### config.mk
export PLATFORM = sky130hd
export DESIGN_NAME = switch_response_decoder
export DESIGN_NICKNAME = d
export VERILOG_FILES = /design/src/rtl/reaction_pkg.sv /design/src/rtl/switch_debouncer.sv /design/src/rtl/switch_response_decoder.sv
export SDC_FILE = /design/constraint.sdc
export NUM_CORES = 1
export LEC_CHECK = 0
export CORE_ASPECT_RATIO = 1.25
export CORE_UTILIZATION = 49
export CTS_CLUSTER_SIZE = 40
export DETAILED_ROUTE_END_ITERATION = 7
export MAX_ROUTING_LAYER = met4
export PLACE_DENSITY = 0.78
export SYNTH_ARGS = -nofsm -noshare
export SYNTH_HDL_FRONTEND = slang
export SYNTH_SLANG_ARGS = --single-unit
export TNS_END_PERCENT = 20
### constraint.sdc
create_clock -name clk -period 2.68 [get_ports clk]
set_input_delay 0.67 -clock clk [delete_from_list [all_inputs] [get_ports clk]]
set_output_delay 0.67 -clock clk [all_outputs]
set_load 0.005 [all_outputs]
### src/rtl/reaction_pkg.sv
// Shared types and constants for the switch response decoder.
package reaction_pkg;

  localparam int unsigned LED_NUM_DEFAULT = 18;

  // Index width for a vector of n entries (at least one bit).
  function automatic int unsigned idx_width(input int unsigned n);
    return (n > 1) ? $clog2(n) : 1;
  endfunction

  localparam int unsigned LED_IDX_W = idx_width(LED_NUM_DEFAULT);

  typedef enum logic [1:0] {
    INIT   = 2'd0,
    IDLE   = 2'd1,
    REPORT = 2'd2
  } state_t;

endpackage

### src/rtl/switch_debouncer.sv
// Vector-wide 2-flop synchronizer plus tick-based debounce (SWITCH_DEBOUNCE_EN).
// Without the macro, stable follows the synchronizer and tick marks startup.
module switch_debouncer #(
  parameter int unsigned WIDTH           = 18,
  parameter int unsigned DEBOUNCE_CYCLES = 50000
) (
  input  logic             clk,
  input  logic             reset_n,
  input  logic [WIDTH-1:0] raw,
  output logic [WIDTH-1:0] stable,
  output logic             tick
);

  logic [WIDTH-1:0] sync1_q;
  logic [WIDTH-1:0] sync2_q;

  always_ff @(posedge clk or negedge reset_n) begin
    if (!reset_n) begin
      sync1_q <= '0;
      sync2_q <= '0;
    end else begin
      sync1_q <= raw;
      sync2_q <= sync1_q;
    end
  end

`ifdef SWITCH_DEBOUNCE_EN
  localparam int unsigned CNT_W = (DEBOUNCE_CYCLES > 1) ? $clog2(DEBOUNCE_CYCLES) : 1;

  logic [CNT_W-1:0] cnt_q;
  logic [WIDTH-1:0] sample_q;
  logic [WIDTH-1:0] stable_q;
  logic [WIDTH-1:0] agree;

  assign tick   = (cnt_q == CNT_W'(DEBOUNCE_CYCLES - 1));
  assign agree  = ~(sync2_q ^ sample_q);
  assign stable = stable_q;

  // A bit only moves once two consecutive tick samples match.
  always_ff @(posedge clk or negedge reset_n) begin
    if (!reset_n) begin
      cnt_q    <= '0;
      sample_q <= '0;
      stable_q <= '0;
    end else begin
      cnt_q <= tick ? '0 : cnt_q + CNT_W'(1);
      if (tick) begin
        sample_q <= sync2_q;
        stable_q <= (stable_q & ~agree) | (sync2_q & agree);
      end
    end
  end
`else
  logic [1:0] start_q;

  assign stable = sync2_q;
  // Held high once the synchronizer carries real switch levels.
  assign tick   = start_q[1];

  always_ff @(posedge clk or negedge reset_n) begin
    if (!reset_n) begin
      start_q <= '0;
    end else begin
      start_q <= {start_q[0], 1'b1};
    end
  end

  if (DEBOUNCE_CYCLES == 0) begin : g_zero_period_unused
  end
`endif

endmodule

### src/rtl/switch_response_decoder.sv
// Turns debounced slide-switch changes into one-cycle toggle events scored against a lit LED.
// Debounce is enabled by defining SWITCH_DEBOUNCE_EN.
module switch_response_decoder
  import reaction_pkg::*;
#(
  parameter int unsigned LED_NUM         = LED_NUM_DEFAULT,
  parameter int unsigned DEBOUNCE_CYCLES = 50000
) (
  input  logic                          clk,
  input  logic                          reset_n,
  input  logic [LED_NUM-1:0]            switches,
  input  logic                          clear,
  input  logic                          target_valid,
  input  logic [idx_width(LED_NUM)-1:0] target_index,
  output logic                          toggle_valid,
  output logic [idx_width(LED_NUM)-1:0] toggle_index,
  output logic [LED_NUM-1:0]            toggle_mask,
  output logic                          multi_toggle,
  output logic                          hit,
  output logic                          miss
);

  localparam int unsigned IDX_W = idx_width(LED_NUM);

  state_t             state_q, state_d;
  logic [LED_NUM-1:0] stable;
  logic               tick;
  logic [LED_NUM-1:0] baseline_q, baseline_d;
  logic [LED_NUM-1:0] diff;
  logic [IDX_W-1:0]   diff_idx;
  logic               diff_multi;
  logic               diff_hit;
  logic               load_event;

  switch_debouncer #(
    .WIDTH          (LED_NUM),
    .DEBOUNCE_CYCLES(DEBOUNCE_CYCLES)
  ) u_debouncer (
    .clk    (clk),
    .reset_n(reset_n),
    .raw    (switches),
    .stable (stable),
    .tick   (tick)
  );

  assign diff       = stable ^ baseline_q;
  assign diff_multi = (diff & (diff - LED_NUM'(1))) != '0;
  assign diff_hit   = target_valid & ~diff_multi & (diff_idx == target_index);

  // Lowest set bit of diff.
  always_comb begin
    diff_idx = '0;
    for (int i = int'(LED_NUM) - 1; i >= 0; i--) begin
      if (diff[i]) diff_idx = IDX_W'(i);
    end
  end

  always_comb begin
    state_d    = state_q;
    baseline_d = baseline_q;
    load_event = 1'b0;
    case (state_q)
      INIT: begin
        if (tick || clear) baseline_d = stable;
        if (tick) state_d = IDLE;
      end
      IDLE: begin
        if (clear) begin
          baseline_d = stable;
        end else if (diff != '0) begin
          state_d    = REPORT;
          load_event = 1'b1;
        end
      end
      REPORT: begin
        state_d    = IDLE;
        // Only the reported bits are absorbed; later changes stay pending as new events.
        baseline_d = clear ? stable : (baseline_q ^ toggle_mask);
      end
      default: state_d = INIT;
    endcase
  end

  always_ff @(posedge clk or negedge reset_n) begin
    if (!reset_n) begin
      state_q      <= INIT;
      baseline_q   <= '0;
      toggle_valid <= 1'b0;
      toggle_index <= '0;
      toggle_mask  <= '0;
      multi_toggle <= 1'b0;
      hit          <= 1'b0;
      miss         <= 1'b0;
    end else begin
      state_q      <= state_d;
      baseline_q   <= baseline_d;
      toggle_valid <= load_event;
      if (load_event) begin
        toggle_index <= diff_idx;
        toggle_mask  <= diff;
        multi_toggle <= diff_multi;
        hit          <= diff_hit;
        miss         <= ~diff_hit;
      end else begin
        toggle_index <= '0;
        toggle_mask  <= '0;
        multi_toggle <= 1'b0;
        hit          <= 1'b0;
        miss         <= 1'b0;
      end
    end
  end

endmodule

==> impl_results.md, run 1 <==
* CTS tree: built
* Fin crit share at 86.78%
* WL/cell at ~15 um
* Worst slack at placement at 362.9 ps
* Synth top area share at 58.48%
* Non-Filler Instances at a little under 500
* CP Capture Type: flop
* Largest fanout on the critical path at 7
* Largest net degree at the start of global routing at 55
* RePlAce Congestion at 0.9220
* Seq cells post-synth at 85
* Horiz. Die Dim at between 70 and 80 um
* Share of cells above drive strength 1 at 12.98%
* Final Hold Vio Count at 0
* Worst EP required at 2980 ps
* First-pass GRT wire length at 12,200 um
* Global route overflow at 0
* Detailed Routing Iterations Pass 1 at 5
* Die area at 7774 um^2
* Initial antenna violation count at 0
* Synth Cell Area at 3637 um^2
* EDFF count, synth at 0
* Vias per Instance at ~5.3
* DP Cell Count at 467
* Port Buffer Count at 53
* DR iter-0 viols at 135
* Met3 Use GR at 4.019%
* Pwr Density at around 1000 nW/um^2
* Number of fillers in the final layout at roughly 540
* Final slew viol count at 0
* Post-synth ARST share at 100.0%
* Largest area contributor in the netlist: dfrtp_1
* Post-CTS sizing at 0
* Yosys Warn Count at 0
* Syn Nets at roughly 350
* Worst vdd ir at 446.1 uV
* Register area share after synthesis at 58.48%
* Starting Density at 51.51%
* Post-layout util at 64.81%
* Final setup viols at 0
* Slew of the pin with the lowest slew margin at just under 600 ps
* Inserted Clock Buffers at 9
* Most frequent cells in the layout: dfrtp_1 (85), clkdlybuf4s50_1 (52), a21oi_1 (45)
* Routed vias at 2,582
* DRT Wirelength at 7171 um
* Most common cell after layout, fill and taps aside: dfrtp_1
* Layout Nets at 418
* Clk buf depth at 2
* Core area at 7062 um^2
* Leakage at 1.919 nW
* RSZ-0062 raised after global routing: false
* Vias in the first global route at 2,650
* Post-layout instance area at roughly 4600 um^2
* # diodes at 0
* Post-CTS Repair Setup Buffers at 0
* Mapped Cells at 323
* Maximum clock frequency at 0.4300 GHz
* Antenna-violating nets left at 0
* Gr busiest metal: met2
* Die Y at roughly 98 um
* Top FF cell, synth: dfrtp_1
* Crit Path Class: flop to flop
* Placed Area at 4370 um^2
* Area contributors post-synth: dfrtp_1 (58%), a21oi_1 (6.2%), xnor2_2 (4.9%)
* Max Clock Skew at 11.85 ps
* Clock transition at path regs at 80 ps
* Root buffer cell: clkbuf_8
* GRT Overall Usage at 21.41%
* Met1 GRT Util at between 20% and 30%
* Area Overhead vs Synth at 25.83%
* Row count at 34
* Final TNS setup at 0 ps
* Status: finished clean
* Max-Cap Viols at 0
* Syn avg cell area at 11.26 um^2
* CP arrival at 2620 ps
* Hold Path Class: input port to asynchronous set/reset pin
* Dpl hpwl at 4942 um
* Final min period at 2326 ps
* Distinct cell type count after synthesis at 44
* Slew headroom at between 60% and 70%
* DRC at 0
* Skew-Pair Late Insertion Delay at 360 ps
* H-tree levels at 3
* Clock sink count at 85
* Worst setup margin at 354.4 ps
* Met2 Usage GRT at about a third
* I/O Pins at 54
* CP Launch Type: flop
* Number of hold buffers added after CTS at 0
## flip-flops by register name (all words and copies together), names as in the netlist
name,flops
u_debouncer.sync1_q,18
multi_toggle,1
u_debouncer.start_q,2
state_q,2
hit,1
miss,1
toggle_mask,18
toggle_index,5
u_debouncer.stable,18
baseline_q,18
toggle_valid,1
## metal layers
metal | up-vias | wire, um
met5 | - | 0
met4 | 0 | 247
met3 | 24 | 269
met2 | 69 | 3526
met1 | 1236 | 3127
li1 | 1253 | -
## stage by stage
stage	hold slack, ps	total power (W)
floorplan	331.2	0.003046
global placement	332.4	0.003708
detailed placement	334.7	0.003772
CTS	327.1	0.004712
global route	348.9	0.004997
finish	316.5	0.004685
## final timing paths
check,start,to,slack (ps),cells after the start
worst min register to register,u_debouncer.sync1_q[13],u_debouncer.stable[13],350,0
max in group asynchronous,reset_n,u_debouncer.start_q[0],1760,2
worst max register to register,baseline_q[9],hit,350,7
min in group clk,u_debouncer.sync1_q[13],u_debouncer.stable[13],350,0
worst max-delay path,baseline_q[9],hit,350,7
worst min-delay path,reset_n,u_debouncer.sync1_q[11],320,1
## Yosys cell counts (all sizes together), types with 2 or more instances
library cell	number
and3	2
a21oi	45
nor4	3
nand3	23
nand2b	21
nand4	5
nor2b	3
xnor2	19
nor2	28
clkbuf	11
dfrtp	85
inv	7
ha	3
o21bai	2
nor3	3
xor2	6
a31oi	3
nand2	9
o2111ai	2
o21ai	22
and2	2
## layout make-up
cell class,count,area [um^2],area share (%)
Multi-Input combinational cell,219,1441,31.49
Clock inverter,6,68.82,1.504
Clock buffer,10,137.6,3.007
Inverter,7,26.28,0.5741
Tap cell,90,112.6,2.460
Sequential cell,85,2127,46.47
Timing Repair Buffer,66,663.1,14.49
## kinds of logic (layout without fill, tap and decap cells)
logic type,count (synthesis),after routing,synth area share (%)
and+or+nand+nor,103,103,15.72
xor gates and xnor gates,25,25,8.806
buffers and inverters,19,89,1.961
adders and majority gates,4,4,1.342
DFF,85,85,58.48
AOI/OAI and AO/OA,86,86,13.59
other,1,1,0.1031
## critical path: stages (launching register included)
cell,delay (ps)
dfrtp_1,430
xnor2_2,380
nand4_4,190
or2_4,300
maj3_2,330
nor4_4,270
and4_1,230
and3_1,150
## power breakdown
| group | internal (W) | switching [W] | total [W] |
|---|---|---|---|
| registers | 0.00156 | 0.000263 | 0.00182 |
| clock network | 0.000462 | 0.000461 | 0.000923 |
| logic | 0.000897 | 0.00105 | 0.00194 |
(Power assumes the default switching activity.)
==> run 2: changes to the inputs <==
CTS_CLUSTER_SIZE = 24   (was 40)
clock period = 2.2 ns   (was 2.68 ns; I/O delays follow)
==> impl_results.md, run 2 (same netlist as run 1, synthesis figures left out) <==
* Largest fanout on the critical path at 4 (was 7)
* Most common cell after layout, fill and taps aside: dfrtp_1 (unchanged)
* CP Capture Type: flop (unchanged)
* Antenna-violating nets left at 0 (unchanged)
* WL/cell at 14.83 um (was 14.85 um)
* Pwr Density at 1260 nW/um^2 (was 1024 nW/um^2)
* Area Overhead vs Synth at 28.66% (was 25.83%)
* Skew-Pair Late Insertion Delay at 360 ps (about the same)
* Dpl hpwl at 5179 um (was 4942 um)
* Final Hold Vio Count at 0 (unchanged)
* Largest net degree at the start of global routing at 55 (unchanged)
* Port Buffer Count at 53 (unchanged)
* Vias in the first global route at 2,685 (was 2,650)
* Register Area at 2127 um^2 (unchanged)
* Core area at 7062 um^2 (unchanged)
* CP Launch Type: flop (unchanged)
* Root buffer cell: clkbuf_8 (unchanged)
* Vias per Instance at 5.424 (was 5.346)
* Die Y at 98.33 um (unchanged)
* Met3 wire len at 377 um (was 269 um)
* Cell Chain, Critical Path: xnor2_2 -> nand4_4 -> or2_4 -> maj3_2 -> nor4_4 -> and4_1 -> and3_1 (unchanged)
* Multi-input gate area at 1455 um^2 (was 1441 um^2)
* RePlAce Congestion at 0.8596 (was 0.9220)
* Worst vdd ir at 805.1 uV (was 446.1 uV)
* Worst Setup SP: baseline_q[14] (was baseline_q[9])
* Final setup viols at 0 (unchanged)
* RSZ-0062 raised after global routing: true (was false)
* FF-to-FF path depth at 7 (unchanged)
* Final TNS setup at 0 ps (unchanged)
* Post-CTS Repair Setup Buffers at 0 (unchanged)
* CTS tree: built (unchanged)
* Detailed Routing Iterations Pass 1 at 4 (was 5)
* GRT Overall Usage at 21.53% (was 21.41%)
* Row count at 34 (unchanged)
* CP arrival at 2440 ps (was 2620 ps)
* Number of fillers in the final layout at 538 (was 542)
* Routed vias at 2,685 (was 2,582)
* Worst setup margin at 57.16 ps (was 354.4 ps)
* Layout Nets at 430 (was 418)
* Worst slack at placement at 64.58 ps (was 362.9 ps)
* Fin crit share at 97.40% (was 86.78%)
* DR WL met2 at 3868 um (was 3526 um)
* Max Clock Skew at 7.219 ps (was 11.85 ps)
* Reg2reg start: baseline_q[14] (was baseline_q[9])
* Maximum clock frequency at 0.4667 GHz (was 0.4300 GHz)
* Number of hold buffers added after CTS at 0 (unchanged)
* Post-route met1 wirelength at 2959 um (was 3127 um)
* Crit Path Class: flop to flop (unchanged)
* Clock sink count at 85 (unchanged)
* Final min period at 2143 ps (was 2326 ps)
* Starting Density at 51.51% (unchanged)
* Global route overflow at 0 (unchanged)
* Clk buf depth at 2 (unchanged)
* Top sig layer: met4 (unchanged)
* Post-CTS sizing at 0 (unchanged)
* Clock transition at path regs at 80 ps (about the same)
* Leakage at 1.975 nW (was 1.919 nW)
* Final slew viol count at 0 (unchanged)
* I/O Pins at 54 (unchanged)
* Slowest CP cell: dfrtp_1 (unchanged)
* First-pass GRT wire length at 12,330 um (was 12,200 um)
* Worst Setup EP: hit (unchanged)
* Inserted Clock Buffers at 9 (unchanged)
* DR iter-0 viols at 192 (was 135)
* Most frequent cells in the layout: dfrtp_1 (85), clkdlybuf4s50_1 (52), a21oi_1 (45) (unchanged)
* Initial antenna violation count at 0 (unchanged)
* Hold Path Class: input port to asynchronous set/reset pin (unchanged)
* R2R Setup Slk at 60 ps (was 350 ps)
* R2R Path End: hit (unchanged)
* Die area at 7774 um^2 (unchanged)
* Worst EP required at 2500 ps (was 2980 ps)
* Status: finished clean (unchanged)
* DRT Wirelength at 7341 um (was 7171 um)
* Max-Cap Viols at 0 (unchanged)
* # diodes at 0 (unchanged)
* Horiz. Die Dim at 79.06 um (unchanged)
* Share of cells above drive strength 1 at 16.05% (was 12.98%)
* DRC at 0 (unchanged)
* Slowest stage delay, CP at 450 ps (was 430 ps)
* H-tree levels at 3 (unchanged)
[run 2: worst min path at each step]
stage                     cells after the start                endpoint  slack, ps                    from
final                                         1  u_debouncer.sync1_q[9]        120                 reset_n
after global routing                          1  u_debouncer.sync1_q[9]        150                 reset_n
after CTS                                     1  u_debouncer.stable[13]        130                 reset_n
after detailed placement                      0   u_debouncer.stable[8]        330  u_debouncer.sync1_q[8]
after global placement                        0   u_debouncer.stable[6]        330  u_debouncer.sync1_q[6]
after floorplan                               0           baseline_q[0]        250                 reset_n
[run 2: routing by layer]
metal  vias up  GRT usage [%]
met4         0          9.371
met3        12          5.047
met2        82          35.15
met1      1317          25.17
met5         -              -
li1       1274              -
[run 2: layout make-up]
cell class | count | share of cell area (%)
Sequential cell | 85 | 45.45
Clock inverter | 6 | 1.444
Multi-Input combinational cell | 219 | 31.10
Tap cell | 90 | 2.406
Inverter | 7 | 0.5615
Clock buffer | 10 | 2.941
Timing Repair Buffer | 78 | 16.10
[run 2: critical path, delay by kind of cell (launching register included)]
| kind | cells | cell delay [ps] |
|---|---|---|
| xor+xnor | 1 | 260 |
| fa+ha+maj | 1 | 330 |
| flops | 1 | 450 |
| simple gates | 5 | 1040 |
[run 2: metrics by stage]
step	util [%]	total power, W	cells	hold slack, ps	instance area [um^2]
after floorplan	-	0.003711	323	254.4	3637
after global placement	63.16	0.004667	479	332.6	4461
after detailed placement	63.16	0.004769	479	334.7	4461
after CTS	66.07	0.005916	495	133.1	4666
after global routing	66.27	0.006287	495	153.2	4679
final	66.27	0.005894	495	124.9	4679
[run 2: power by group]
| group | leakage, nW | internal [W] | switching [W] | total [W] |
|---|---|---|---|---|
| sequential | 1.04 | 0.00190 | 0.000314 | 0.00221 |
| combinational | 0.840 | 0.00123 | 0.00133 | 0.00256 |
| clock | 0.0993 | 0.000561 | 0.000565 | 0.00113 |
| total | 1.98 | 0.00369 | 0.00221 | 0.00589 |
